--- config.mk ---
export PLATFORM = sky130hd
export DESIGN_NAME = tx_bit_scheduler
export DESIGN_NICKNAME = d
export VERILOG_FILES = /design/src/rtl/tx_bit_scheduler.sv
export SDC_FILE = /design/constraint.sdc
export NUM_CORES = 1
export LEC_CHECK = 0
export CAP_MARGIN = 20
export CORE_AREA = 2 2 46 48
export DETAILED_ROUTE_END_ITERATION = 10
export DIE_AREA = 0 0 48 50
export PLACE_DENSITY = 0.78
export SYNTH_ARGS = -nofsm -noshare
export SYNTH_HDL_FRONTEND = slang
export SYNTH_SLANG_ARGS = --single-unit
--- constraint.sdc ---
create_clock -name clk -period 6.5 [get_ports clk]
set_input_delay 1.3 -clock clk [delete_from_list [all_inputs] [get_ports clk]]
set_output_delay 1.3 -clock clk [all_outputs]
set_load 0.005 [all_outputs]
--- src/rtl/tx_bit_scheduler.sv ---
// USB transmit bit-period scheduler: paces data bits, stuff bits and
// the EOP for the serializer from a single clock-divider counter.
module tx_bit_scheduler #(
    parameter int CLKS_PER_BIT = 8
) (
    input  logic       clk,
    input  logic       n_rst,
    input  logic       start,
    input  logic       more,
    input  logic       stuff_req,
    input  logic       abort,
    output logic       busy,
    output logic       load_byte,
    output logic       bit_strobe,
    output logic       stuff_strobe,
    output logic       byte_done,
    output logic [2:0] bit_index,
    output logic       eop_se0,
    output logic       done
);
    localparam logic [7:0] LAST = 8'(CLKS_PER_BIT - 1);

    typedef enum logic [2:0] {
        S_IDLE,
        S_LOAD,
        S_RUN,
        S_STUFF,
        S_EOP
    } state_t;

    state_t     r_state;
    state_t     w_state_nxt;
    logic [7:0] r_clk_cnt;
    logic [7:0] w_clk_cnt_nxt;
    logic [2:0] r_bit_cnt;
    logic [2:0] w_bit_cnt_nxt;
    logic [1:0] r_eop_ph;
    logic [1:0] w_eop_ph_nxt;
    logic       w_wrap;
    logic [7:0] w_clk_inc;
    logic       w_complete;

    assign w_wrap    = (r_clk_cnt == LAST);
    assign w_clk_inc = w_wrap ? 8'd0 : r_clk_cnt + 8'd1;
    assign busy      = (r_state != S_IDLE);
    assign bit_index = r_bit_cnt;

    always_comb begin
        w_state_nxt   = r_state;
        w_clk_cnt_nxt = r_clk_cnt;
        w_bit_cnt_nxt = r_bit_cnt;
        w_eop_ph_nxt  = r_eop_ph;
        w_complete    = 1'b0;
        load_byte     = 1'b0;
        bit_strobe    = 1'b0;
        stuff_strobe  = 1'b0;
        byte_done     = 1'b0;
        eop_se0       = 1'b0;
        done          = 1'b0;
        unique case (r_state)
            S_IDLE: begin
                w_clk_cnt_nxt = 8'd0;
                w_bit_cnt_nxt = 3'd0;
                w_eop_ph_nxt  = 2'd0;
                if (start && !abort) w_state_nxt = S_LOAD;
            end
            S_LOAD: begin
                load_byte     = 1'b1;
                w_clk_cnt_nxt = 8'd0;
                w_bit_cnt_nxt = 3'd0;
                w_state_nxt   = S_RUN;
            end
            S_RUN: begin
                w_clk_cnt_nxt = w_clk_inc;
                if (w_wrap) begin
                    bit_strobe = 1'b1;
                    if (stuff_req) begin
                        w_state_nxt = S_STUFF;
                    end else if (r_bit_cnt != 3'd7) begin
                        w_bit_cnt_nxt = r_bit_cnt + 3'd1;
                    end else begin
                        w_complete = 1'b1;
                    end
                end
            end
            S_STUFF: begin
                w_clk_cnt_nxt = w_clk_inc;
                // the bit advance skipped at the data boundary happens here
                if (w_wrap) begin
                    stuff_strobe = 1'b1;
                    w_state_nxt  = S_RUN;
                    if (r_bit_cnt != 3'd7) begin
                        w_bit_cnt_nxt = r_bit_cnt + 3'd1;
                    end else begin
                        w_complete = 1'b1;
                    end
                end
            end
            S_EOP: begin
                eop_se0       = (r_eop_ph != 2'd2);
                w_clk_cnt_nxt = w_clk_inc;
                if (w_wrap) begin
                    if (r_eop_ph == 2'd2) begin
                        done         = 1'b1;
                        w_eop_ph_nxt = 2'd0;
                        w_state_nxt  = S_IDLE;
                    end else begin
                        w_eop_ph_nxt = r_eop_ph + 2'd1;
                    end
                end
            end
            default: w_state_nxt = S_IDLE;
        endcase

        if (w_complete) begin
            byte_done     = 1'b1;
            w_bit_cnt_nxt = 3'd0;
            if (more) begin
                load_byte   = 1'b1;
                w_state_nxt = S_RUN;
            end else begin
                w_eop_ph_nxt = 2'd0;
                w_state_nxt  = S_EOP;
            end
        end

        if (abort && (r_state != S_IDLE)) begin
            w_state_nxt   = S_IDLE;
            w_clk_cnt_nxt = 8'd0;
            w_bit_cnt_nxt = 3'd0;
            w_eop_ph_nxt  = 2'd0;
            load_byte     = 1'b0;
            byte_done     = 1'b0;
            done          = 1'b0;
        end
    end

    always_ff @(posedge clk or negedge n_rst) begin
        if (!n_rst) begin
            r_state   <= S_IDLE;
            r_clk_cnt <= 8'd0;
            r_bit_cnt <= 3'd0;
            r_eop_ph  <= 2'd0;
        end else begin
            r_state   <= w_state_nxt;
            r_clk_cnt <= w_clk_cnt_nxt;
            r_bit_cnt <= w_bit_cnt_nxt;
            r_eop_ph  <= w_eop_ph_nxt;
        end
    end
endmodule

After elaboration in Yosys (flattened, before gate mapping)

Index checks and enable logic that the tools add are counted.
Widths: inputs -> output; s select.

Add/subtract/negate cells: 3
Equal/unequal tests: 15
Mux-type cells: 45
Reduce and logical (&&, ||, !) cells: 11

Operator list:

| kind                | number |
|---|---|
| $mux 3              | 15 |
| $ne 4x4->1 const B  | 7 |
| $mux 1              | 18 |
| $mux 8              | 2 |
| $pmux 8 s2          | 1 |
| $pmux 3 s5          | 1 |
| $mux 2              | 5 |
| $pmux 3 s3          | 1 |
| $add 8x1->8 const B | 1 |
| $eq 8x3->1 const B  | 1 |
| $eq 3x2->1 const B  | 2 |
| $reduce_and 6->1    | 1 |
| $reduce_bool 3->1   | 2 |
| $reduce_bool 5->1   | 1 |
| $pmux 2 s2          | 1 |
| $reduce_and 4->1    | 1 |
| $add 3x1->3 const B | 1 |
| $eq 3x1->1 const B  | 1 |
| $eq 3x3->1 const B  | 1 |
| $logic_not 3->1     | 1 |
| $ne 3x3->1 const B  | 1 |
| $reduce_or 3->1     | 1 |
| $add 2x1->2 const B | 1 |
| $eq 2x2->1 const B  | 1 |
| other kinds (5)     | 6 |

Register bits after elaboration: 16
Logic and storage cells: 78

Depth between registers and ports, before layout

Depth after elaboration: 7
Gate-level depth with buffers: 6

Worst setup path after synthesis

No wires, ideal clock.

Path kind: input to output
From: in abort
To: out done
Arrival time: 2.009 ns
Required time: 5.200 ns
Setup slack: 3.191 ns
Cell stages on the path: 3
Path buffers: 2
Cell sequence: clkbuf_1 > buf_1 > nor4_1

Longest elaborated chain between the ends: 2

RTL lines:

| item               | line | source |
|---|---|---|
| start: declaration | 11   | `input logic abort,` |
| $logic_and 1x1->1  | 127  | `if (abort && (r_state != S_IDLE)) begin` |
| $mux 1             | 127  |  |
| end: declaration   | 19   | `output logic done` |

No other way between the ends.

Final worst setup path

From: in stuff_req
To: out load_byte

Longest elaborated chain between the ends: 5

RTL lines:

| item               | line | source |
|---|---|---|
| start: declaration | 10   | `input logic stuff_req,` |
| $mux 1             | 77   | `if (stuff_req) begin` |
| $mux 1             | 75   | `if (w_wrap) begin` |
| $pmux 1 s2         | 60   | `unique case (r_state)` |
| $mux 1             | 115  | `if (w_complete) begin` |
| $mux 1             | 127  |  |
| end: declaration   | 13   | `output logic load_byte,` |

No other way between the ends.

==> qor.yml <==
job:
  max-cap-violations: 0
critical_path:
  cp_common_cell: "clkdlybuf4s50_1"
  crit_buf_inv: 3
  start_kind: "primary input"
  cp_max_fo: 4
  crit_required_ps: 5200
  cp_slowest_cell: "clkdlybuf4s50_1"
  cp.arrival_ps: 2990
  cp-end-kind: "output pin"
  crit_chain: "clkdlybuf4s50_1, inv_1, o21ai_0, o32a_1, nor3_1, clkdlybuf4s50_1"
  crit_family: "buffers and inverters"
  reg2reg_from: "r_clk_cnt[0]"
  startpoint: "stuff_req"
  critical_path.max_stage_delay_ps: 530
  path_class: "in -> out"
placement:
  dp.final_hpwl_um: 1620
  gp_congestion: 0.898
  portBuffers: 15
  dp_slack_ps: 2210
yosys:
  synth_seq_cells: 16
  synthTopCellsByCount: "16 x dfrtp_1, 11 x nor2_1, 6 x nor3_1, 6 x o21ai_0, 6 x xor2_1"
  synthFlopType: "dfrtp_1"
  postSynthCellCount: 107
  synth_top_cell_by_area: "dfrtp_1"
  synth_most_common_cell: "dfrtp_1"
  yosysTopAreaCellShare: 0.404
  synth_area_leaders: "dfrtp_1 40%, xor2_1 5.3%, mux2_2 4.5%"
  synth_edf_count: 0
  synthesis.nets: 116
  ys_seq_area_frac: 0.404
  syn-cell-area_um2: 991
  async_flop_share: 1.00
  avgSynthCellArea_um2: 9.26
  yosysWarnings: 0
  ys_types: 40
sta:
  period_share: 0.660
  drv_slew: 0
  final.setup.tns_ps: 0
  rsz0062_at_grt: "no"
  hold_viol_final: 0
  fmax_mhz: 233
  fin_crit_ps: 4290
  maxSlewHeadroom: 0.447
  setup_viol: 0
  fin_skew_ps: 1.45
  worst_slew_pin_slew_ps: 809
  fin_ws_ps: 2210
clock_network:
  cts_tree: "built"
  cts_hold_buf: 0
  cts_buffers: 3
  clock-sinks: 16
  cts_resized: 0
  cts_setup_buffers: 0
  clk_latency_ps: 290
  clk_pin_slew_worst_paths_ps: 90
  clk_path_buf_depth: 2
  cts_root_buffer: "clkbuf_4"
  htreeDepth: 1
drt:
  firstDrtPassIters: 4
  drc: 0
  drtIter0Drc: 19
  drt.antenna.violating_nets: 0
  via_count: 893
  drt_wl_total_um: 2300
  vias_per_cell: 6.12
  drt-wirelength-per-cell_um: 15.7
power_and_ir_drop:
  p_per_area_mw_per_mm2: 156
  p_leak_nw: 0.467
  p_seq_frac: 0.582
  swShare: 0.266
  power.share.clock: 0.282
  netSwitchingPower_w: 0.0000488
  intPower_w: 0.000135
  p_comb_frac: 0.136
  irDropWorstVdd_mv: 0.131
global_routing:
  grt_start_max_net_pins: 20
  grt_usage: 0.218
  antenna_found_initial: 0
  grt_pass1_wl_um: 3780
  grt_overflow: 0
  grt_pass1_vias: 838
floorplanning:
  die_w_um: 48
  die_area_mm2: 0.00240
  coreArea_mm2: 0.00190
  rows: 16
  io_pins: 16
  die_h_um: 50
  initial_core_util: 0.521
min_path:
  hold_class: "reg -> reg"
  hp-start: "bit_index[2]"
final_layout:
  final_core_util: 0.617
  nets: 130
  fillers: 155
  drive_above_1_share: 0.0756
  antenna_cells: 0
  syn2layout_area_growth_pct: 18.4
run_status:
  status: "finished clean"
[metrics by stage]
step           area (µm²)  power [W]  hold slack [ps]  cells
6_report             1170   0.000183              555    146
3_5_place_dp         1150   0.000133              535    143
2_1_floorplan         991   0.000121              506    107
3_3_place_gp         1150   0.000133              528    143
5_1_grt              1170   0.000193              583    146
4_1_cts              1170   0.000186              561    146
[area by class of cell]
cell class | instances | area (µm²) | area share
Clock buffer | 3 | 22.5 | 0.0192
Inverter | 5 | 18.8 | 0.0160
Multi-Input combinational cell | 80 | 548 | 0.467
Sequential cell | 16 | 400 | 0.341
Tap cell | 27 | 33.8 | 0.0288
Timing Repair Buffer | 15 | 150 | 0.128
[power groups by stage]
| stage | Clock, W | Combinational, W | Sequential [W] |
|---|---|---|---|
| 3_5_place_dp | 0 | 0.0000248 | 0.000108 |
| 3_3_place_gp | 0 | 0.0000244 | 0.000108 |
| 4_1_cts | 0.0000544 | 0.0000251 | 0.000107 |
| 6_report | 0.0000518 | 0.0000249 | 0.000107 |
| 2_1_floorplan | 0 | 0.0000155 | 0.000105 |
| 5_1_grt | 0.0000574 | 0.0000280 | 0.000107 |
[logic make-up after synthesis]
family | share of synthesized area
AND/OR/NAND/NOR | 0.236
AO/OA/AOI/OAI | 0.170
flip-flops | 0.404
buffers and inverters | 0.0429
XOR/XNOR | 0.0530
multiplexers | 0.0556
adder cells (fa/ha/maj) | 0.0379
[worst paths after layout]
kind,endpoint,slack [ps],cells after the start
max,load_byte,2210,6
min,bit_index[2],550,1
max reg2reg,r_state[1],3950,5
min reg2reg,bit_index[2],550,1
max in group asynchronous,r_clk_cnt[5],4590,1
min in group asynchronous,bit_index[2],1450,1
[layer usage]
layer / track usage / vias up / part of all wire
li1: - / 425 / -
met1: 0.315 / 428 / 0.45
met2: 0.320 / 36 / 0.47
met3: 0.0696 / 4 / 0.067
met4: 0.0360 / 0 / 0.0061
met5: 0 / - / 0
[cells in the final DEF, fill, tap and decap left out, types with 3 or more instances in the layout]
cell | synthesis | routed
o21ai_0 | 6 | 6
and3_1 | 3 | 3
inv_1 | 5 | 5
mux2_2 | 4 | 4
xor2_1 | 6 | 6
ha_1 | 3 | 3
clkbuf_4 | 0 | 3
nand3_1 | 3 | 3
nor2_1 | 11 | 11
nand2_1 | 5 | 5
clkdlybuf4s50_1 | 0 | 15
nor3_1 | 6 | 6
dfrtp_1 | 16 | 16
[state kept, by name, indices dropped and copies added, names as in the netlist]
register,count
bit_index,3
r_clk_cnt,8
r_eop_ph,2
r_state,3
No activity file was read; power rests on OpenSTA's default activity.
